`config.mk`:
```
export PLATFORM = sky130hd
export DESIGN_NAME = uart_tx
export DESIGN_NICKNAME = d
export VERILOG_FILES = /design/src/rtl/uart_pkg.sv /design/src/rtl/uart_tx_fifo.sv /design/src/rtl/uart_tx.sv
export SDC_FILE = /design/constraint.sdc
export NUM_CORES = 1
export LEC_CHECK = 0
export CORE_ASPECT_RATIO = 1.25
export CORE_MARGIN = 2
export CORE_UTILIZATION = 64
export CTS_BUF_LIST = sky130_fd_sc_hd__clkbuf_4
export CTS_CLUSTER_DIAMETER = 80
export DETAILED_ROUTE_END_ITERATION = 7
export PLACE_DENSITY = 0.92
export SLEW_MARGIN = 20
export SYNTH_ARGS = -nofsm -noshare
export SYNTH_HDL_FRONTEND = slang
export SYNTH_HIERARCHICAL = 1
export SYNTH_SLANG_ARGS = --single-unit
```
`constraint.sdc`:
```
create_clock -name sclk -period 4.1 [get_ports sclk]
set_clock_uncertainty 0.1 [all_clocks]
set_input_delay 1.23 -clock sclk [delete_from_list [all_inputs] [get_ports sclk]]
set_output_delay 1.23 -clock sclk [all_outputs]
set_load 0.03 [all_outputs]
```
`src/rtl/uart_pkg.sv`:
```
// Shared UART definitions: clock/baud defaults, the divisor helper used by both
// the transmit and receive sides, and the transmit engine state encoding.
package uart_pkg;

   localparam int DEF_CLK_FREQ_HZ = 32'sd50_000_000;
   localparam int DEF_BAUD        = 32'sd115_200;

   typedef enum logic [1:0] {
      IDLE  = 2'd0,
      START = 2'd1,
      DATA  = 2'd2,
      STOP  = 2'd3
   } uart_state_e;

   function automatic int baud_div(input int clk_freq_hz, input int baud);
      return clk_freq_hz / baud;
   endfunction

endpackage

```
`src/rtl/uart_tx_fifo.sv`:
```
// Single-clock byte buffer between the bus handshake and the transmit engine;
// occupancy lives in the extra level bit so the pointers wrap freely.
module uart_tx_fifo #(
   parameter int WIDTH = 8,
   parameter int DEPTH = 16
) (
   input  logic                   sclk,
   input  logic                   reset,
   input  logic                   push,
   input  logic                   pop,
   input  logic [WIDTH-1:0]       din,
   output logic [WIDTH-1:0]       dout,
   output logic                   full,
   output logic                   empty,
   output logic [$clog2(DEPTH):0] level
);

   localparam int AW = $clog2(DEPTH);
   localparam logic [AW-1:0] PTR_ONE  = AW'(1'b1);
   localparam logic [AW:0]   LVL_ONE  = (AW+1)'(1'b1);
   localparam logic [AW:0]   LVL_FULL = (AW+1)'(DEPTH);

   logic [WIDTH-1:0] mem_r [DEPTH];
   logic [AW-1:0]    wr_ptr_r;
   logic [AW-1:0]    rd_ptr_r;
   logic [AW:0]      level_r;
   logic             full_s;
   logic             empty_s;
   logic             push_ok_s;
   logic             pop_ok_s;

   assign full_s    = (level_r == LVL_FULL);
   assign empty_s   = (level_r == {(AW+1){1'b0}});
   assign push_ok_s = push && !full_s;
   assign pop_ok_s  = pop && !empty_s;

   assign full  = full_s;
   assign empty = empty_s;
   assign level = level_r;
   assign dout  = mem_r[rd_ptr_r];

   // Storage write; contents need no reset because occupancy gates every read.
   always_ff @(posedge sclk) begin
      if (push_ok_s) begin
         mem_r[wr_ptr_r] <= din;
      end
   end

   // Pointer and occupancy bookkeeping; a simultaneous push and pop keeps the level.
   always_ff @(posedge sclk) begin
      if (reset) begin
         wr_ptr_r <= {AW{1'b0}};
         rd_ptr_r <= {AW{1'b0}};
         level_r  <= {(AW+1){1'b0}};
      end else begin
         if (push_ok_s) begin
            wr_ptr_r <= wr_ptr_r + PTR_ONE;
         end
         if (pop_ok_s) begin
            rd_ptr_r <= rd_ptr_r + PTR_ONE;
         end
         case ({push_ok_s, pop_ok_s})
            2'b10:   level_r <= level_r + LVL_ONE;
            2'b01:   level_r <= level_r - LVL_ONE;
            default: level_r <= level_r;
         endcase
      end
   end

endmodule

```
`src/rtl/uart_tx.sv`:
```
// 8N1 console transmitter: buffers bus bytes and shifts them LSB-first onto
// rs232_tx, chaining frames with no idle gap while the buffer holds data.
module uart_tx
   import uart_pkg::*;
#(
   parameter int CLK_FREQ_HZ = DEF_CLK_FREQ_HZ,
   parameter int BAUD        = DEF_BAUD,
   parameter int BAUD_DIV    = baud_div(CLK_FREQ_HZ, BAUD),
   parameter int STOP_BITS   = 1,
   parameter int FIFO_DEPTH  = 16
) (
   input  logic                        sclk,
   input  logic                        reset,
   input  logic [7:0]                  tx_data,
   input  logic                        tx_valid,
   output logic                        tx_ready,
   output logic                        rs232_tx,
   output logic                        tx_busy,
   output logic [$clog2(FIFO_DEPTH):0] fifo_level
);

   localparam int BW = $clog2(BAUD_DIV);
   localparam int LW = $clog2(FIFO_DEPTH) + 1;
   localparam logic [BW-1:0] BAUD_LAST = BW'(BAUD_DIV - 32'sd1);
   localparam logic [BW-1:0] BAUD_ONE  = BW'(1'b1);
   localparam logic          STOP_LAST = (STOP_BITS == 32'sd2) ? 1'b1 : 1'b0;

   uart_state_e   state_r;
   uart_state_e   state_next_s;
   logic [BW-1:0] baud_cnt_r;
   logic [BW-1:0] baud_cnt_next_s;
   logic [2:0]    bit_idx_r;
   logic [2:0]    bit_idx_next_s;
   logic          stop_idx_r;
   logic          stop_idx_next_s;
   logic [7:0]    sh_r;
   logic [7:0]    sh_next_s;
   logic          tx_r;
   logic          tx_next_s;
   logic          busy_r;
   logic          busy_next_s;
   logic          baud_last_s;
   logic          push_s;
   logic          pop_s;
   logic          fifo_full_s;
   logic          fifo_empty_s;
   logic [7:0]    fifo_dout_s;
   logic [LW-1:0] fifo_level_s;

   assign tx_ready    = !fifo_full_s && !reset;
   assign push_s      = tx_valid && tx_ready;
   assign baud_last_s = (baud_cnt_r == BAUD_LAST);

   assign rs232_tx   = tx_r;
   assign tx_busy    = busy_r;
   assign fifo_level = fifo_level_s;

   uart_tx_fifo #(
      .WIDTH (8),
      .DEPTH (FIFO_DEPTH)
   ) u_fifo (
      .sclk  (sclk),
      .reset (reset),
      .push  (push_s),
      .pop   (pop_s),
      .din   (tx_data),
      .dout  (fifo_dout_s),
      .full  (fifo_full_s),
      .empty (fifo_empty_s),
      .level (fifo_level_s)
   );

   // Next-state, bit timing and line level; the line register lags the state by one cycle.
   always_comb begin
      state_next_s    = state_r;
      baud_cnt_next_s = baud_cnt_r;
      bit_idx_next_s  = bit_idx_r;
      stop_idx_next_s = stop_idx_r;
      sh_next_s       = sh_r;
      pop_s           = 1'b0;
      tx_next_s       = 1'b1;
      case (state_r)
         IDLE: begin
            tx_next_s       = 1'b1;
            baud_cnt_next_s = {BW{1'b0}};
            if (!fifo_empty_s) begin
               pop_s        = 1'b1;
               sh_next_s    = fifo_dout_s;
               state_next_s = START;
            end else begin
               state_next_s = IDLE;
            end
         end
         START: begin
            tx_next_s = 1'b0;
            if (baud_last_s) begin
               baud_cnt_next_s = {BW{1'b0}};
               bit_idx_next_s  = 3'd0;
               state_next_s    = DATA;
            end else begin
               baud_cnt_next_s = baud_cnt_r + BAUD_ONE;
            end
         end
         DATA: begin
            tx_next_s = sh_r[bit_idx_r];
            if (baud_last_s) begin
               baud_cnt_next_s = {BW{1'b0}};
               if (bit_idx_r == 3'd7) begin
                  stop_idx_next_s = 1'b0;
                  state_next_s    = STOP;
               end else begin
                  bit_idx_next_s = bit_idx_r + 3'd1;
               end
            end else begin
               baud_cnt_next_s = baud_cnt_r + BAUD_ONE;
            end
         end
         STOP: begin
            tx_next_s = 1'b1;
            if (baud_last_s) begin
               baud_cnt_next_s = {BW{1'b0}};
               if (stop_idx_r == STOP_LAST) begin
                  // Chain straight into the next start bit when more data is waiting.
                  if (!fifo_empty_s) begin
                     pop_s        = 1'b1;
                     sh_next_s    = fifo_dout_s;
                     state_next_s = START;
                  end else begin
                     state_next_s = IDLE;
                  end
               end else begin
                  stop_idx_next_s = stop_idx_r + 1'b1;
               end
            end else begin
               baud_cnt_next_s = baud_cnt_r + BAUD_ONE;
            end
         end
         default: begin
            state_next_s    = IDLE;
            baud_cnt_next_s = {BW{1'b0}};
         end
      endcase
      busy_next_s = (state_r != IDLE) || (state_next_s != IDLE);
   end

   // Engine state and output registers.
   always_ff @(posedge sclk) begin
      if (reset) begin
         state_r    <= IDLE;
         baud_cnt_r <= {BW{1'b0}};
         bit_idx_r  <= 3'd0;
         stop_idx_r <= 1'b0;
         sh_r       <= 8'h00;
         tx_r       <= 1'b1;
         busy_r     <= 1'b0;
      end else begin
         state_r    <= state_next_s;
         baud_cnt_r <= baud_cnt_next_s;
         bit_idx_r  <= bit_idx_next_s;
         stop_idx_r <= stop_idx_next_s;
         sh_r       <= sh_next_s;
         tx_r       <= tx_next_s;
         busy_r     <= busy_next_s;
      end
   end

endmodule

```
==> key figures <==
Power
  • Total power: 3780 uW
  • LEAKAGE: 0.00258 uW
  • Worst VDD drop: around 0.00036 V
  • PwrDens: 487 nW/um^2

STA
  • Slew of the pin with the lowest slew margin: 931 ps
  • RSZ-0062 raised after global routing: false
  • Final Setup Violations: 0
  • Post-route worst setup slack: 459 ps
  • Tcrit/Tclk final: 88.8%
  • Fin. max-slew vios: 0
  • FMAX: 275 MHz
  • Post-layout min period: 3640 ps
  • Worst rel slew slack: 37.7%
  • Final Hold Fails: 0
  • Total negative slack: 0 ps

CTS
  • H-tree Lvls: 4
  • Clk_lat worst skew: 540 ps
  • TritonCTS buffer count: 17
  • Hold Buf Count CTS: 0
  • Clk sinks: 169
  • Resize count post-CTS: 0
  • CTS root buf: clkbuf_4
  • Post-CTS Setup Inserts: 0
  • Reg clk slew, reported paths: 160 ps
  • CTS tree: built
  • Clock buffer depth: 2

Placement
  • Placer Congestion: 0.813
  • Dpl ws: between 90 and 100 ps
  • Final HPWL from detailed placement: 9.43 mm
  • I/O Buffers: 18

Logic synthesis
  • Ys Warns: 6
  • Gate Count Post-Synth: 464
  • Async SR Flop Fraction: 0%
  • Post-Syn Nets: 493
  • Top FF cell, synth: edfxtp_1
  • Mapped cell area: 7090 sq um
  • EDFF count, synth: around 130
  • Post-synthesis sequential area ratio: 65.8%
  • FF+latch count, synth: 169
  • Synth Area per Inst: 15.3 sq um
  • Synth unique cells: 56

Detailed routing
  • Antenna Nets Post-Route: 0
  • Total wire length: around 14 mm
  • DR iter-0 viols: 431
  • Vias after detailed routing: 4,098
  • Via/cell ratio: 6.33
  • DRT Pass-1 Iters: 5
  • Total DRC errors in the routed layout: 0
  • Wire length per cell: 21.0 um

Run
  • Max Cap Violations: 0

Critical path
  • Reg2reg path depth: 13
  • Req. time, crit path: 4450 ps
  • Setup CP Type: reg2reg
  • Worst-path cell chain: or4_4, nor2_1, or2_2, nor2_1, o21ai_4, inv_1, ha_1, xor2_1, ha_1, inv_1, a21o_1, a221oi_1, mux2_2
  • WP buf/inv: 2
  • CP max FO: 9
  • Crit path launch type: register
  • Arr. time, crit path: 3990 ps
  • CP max stage cell: or4_4
  • CP Capture Type: register
  • Stages on the worst setup path: 13
  • CP delay by family, top: simple AND/OR/NAND/NOR gates
  • CP peak stage delay: 650 ps

Finish
  • Commonest cells after routing, fill and taps aside: edfxtp_1 (128), nor2_1 (51), dfxtp_1 (39)
  • Layout Nets: 528
  • Register area: 4670 sq um
  • Multi-input gate area: 2280 sq um
  • Most common cell after layout, fill and taps aside: edfxtp_1
  • Fill cell count: 688
  • Area Growth Syn to Fin: 9.56%
  • Share of layout cells above drive strength 1: 21.9%

Floorplan
  • Die W: 98.2 um
  • Core footprint: approximately 11,000 sq um
  • Die area: roughly 12,000 sq um
  • Core Rows: 43
  • Io pins: 19
  • Die height: 122 um
  • Starting Density: between 60 and 70%

Global routing
  • Vias in the first global route: 4,211
  • Grt ovf: 0
  • Gr usage total: 23.7%
  • Pin count of the biggest net entering global routing: 37
  • First-pass GRT wire length: 21.3 mm
  • Initial antenna violation count: 1

Min path
  • Class of the worst hold path: reg2reg
  • Hold path cells: 2

Status
  • Outcome: complete, no violations
## per-layer routing
layer	up-vias	track usage (%)	wire, um
li1	1845	-	-
met1	2040	27.0	5030
met2	170	42.5	7440
met3	43	5.68	678
met4	0	10.8	427
met5	-	0	0
## cell families (layout without fill, tap and decap cells)
family / after synthesis / after routing / share of synthesized area [%]
adders and majority gates: 18 / 18 / 3.18
muxes: 39 / 39 / 11.4
and+or+nand+nor: 128 / 128 / 9.03
buffers and inverters: 32 / 79 / 2.08
AOI/OAI and AO/OA: 63 / 63 / 6.70
other: 0 / 1 / 0
DFF: 169 / 169 / 65.8
xor gates and xnor gates: 15 / 15 / 1.85
## power breakdown
group | switching, uW | leakage [uW] | total [uW] | internal, uW
clock network | 610 | 0.000150 | 938 | 328
registers | 106 | 0.00149 | 2030 | 1920
logic | 433 | 0.000945 | 819 | 386
total | 1150 | 0.00258 | 3780 | 2630
## cell type report
type	count	share of cell area, %
Timing Repair Buffer	38	4.22
Sequential cell	169	60.1
Multi-Input combinational cell	263	29.3
Inverter	10	0.483
Clock buffer	17	1.64
Clock inverter	14	2.05
Antenna cell	1	0.0322
Tap cell	135	2.17
## worst min-delay path, delay by kind of cell (launching register included)
| kind | cells | cell delay [ps] |
|---|---|---|
| flops | 1 | 330 |
| compound gates | 2 | 130 |
## path summary, 6_finish.rpt
path / start / to / slack (ps)
min: sh_r[4] / sh_r[4] / 390
max reg2reg: u_fifo/level[1] / u_fifo/level[4] / 460
min reg2reg: sh_r[4] / sh_r[4] / 390
max: u_fifo/level[1] / u_fifo/level[4] / 460
## per-stage QoR
| step | utilization [%] | area, sq um | std cells | hold slack, ps |
|---|---|---|---|---|
| after floorplan | - | 7090 | 464 | 341 |
| after global placement | 68.2 | 7480 | 615 | 357 |
| after detailed placement | 68.2 | 7480 | 615 | 368 |
| after CTS | 70.8 | 7770 | 646 | 387 |
| after global routing | 70.8 | 7770 | 647 | 416 |
| final | 70.8 | 7770 | 647 | 387 |
## registers in the layout (all words and copies together) (netlist names), 2 cells and up, named ones only
register,cells
state_r,2
u_fifo/wr_ptr_r,4
sh_r,8
u_fifo/mem_r,128
u_fifo/rd_ptr_r,4
baud_cnt_r,9
u_fifo/level,5
bit_idx_r,3
## synth_stat cells, types with 2 or more instances
library cell | count | area (sq um)
o21ai_0 | 10 | 50.1
buf_6 | 3 | 33.8
or4_1 | 2 | 15.0
a21oi_1 | 14 | 70.1
nand4_1 | 2 | 12.5
a31oi_1 | 2 | 12.5
mux2_2 | 3 | 33.8
dfxtp_1 | 41 | 821
nor3_1 | 8 | 40.0
nand2_1 | 25 | 93.8
a22oi_1 | 16 | 120
ha_1 | 18 | 225
and2_1 | 2 | 12.5
buf_1 | 2 | 7.51
or2_2 | 5 | 31.3
xor2_1 | 10 | 87.6
nor2_1 | 51 | 191
buf_2 | 4 | 20.0
mux4_2 | 33 | 743
nand2b_1 | 6 | 37.5
clkbuf_1 | 13 | 48.8
o21ai_4 | 2 | 32.5
o21a_1 | 3 | 22.5
inv_1 | 10 | 37.5
nand3_1 | 10 | 50.1
xnor2_1 | 5 | 43.8
edfxtp_1 | 128 | 3840
and3_1 | 3 | 18.8
nor2b_1 | 3 | 18.8
mux2i_1 | 3 | 30.0
o211ai_2 | 2 | 25.0
(Power assumes the default switching activity.)
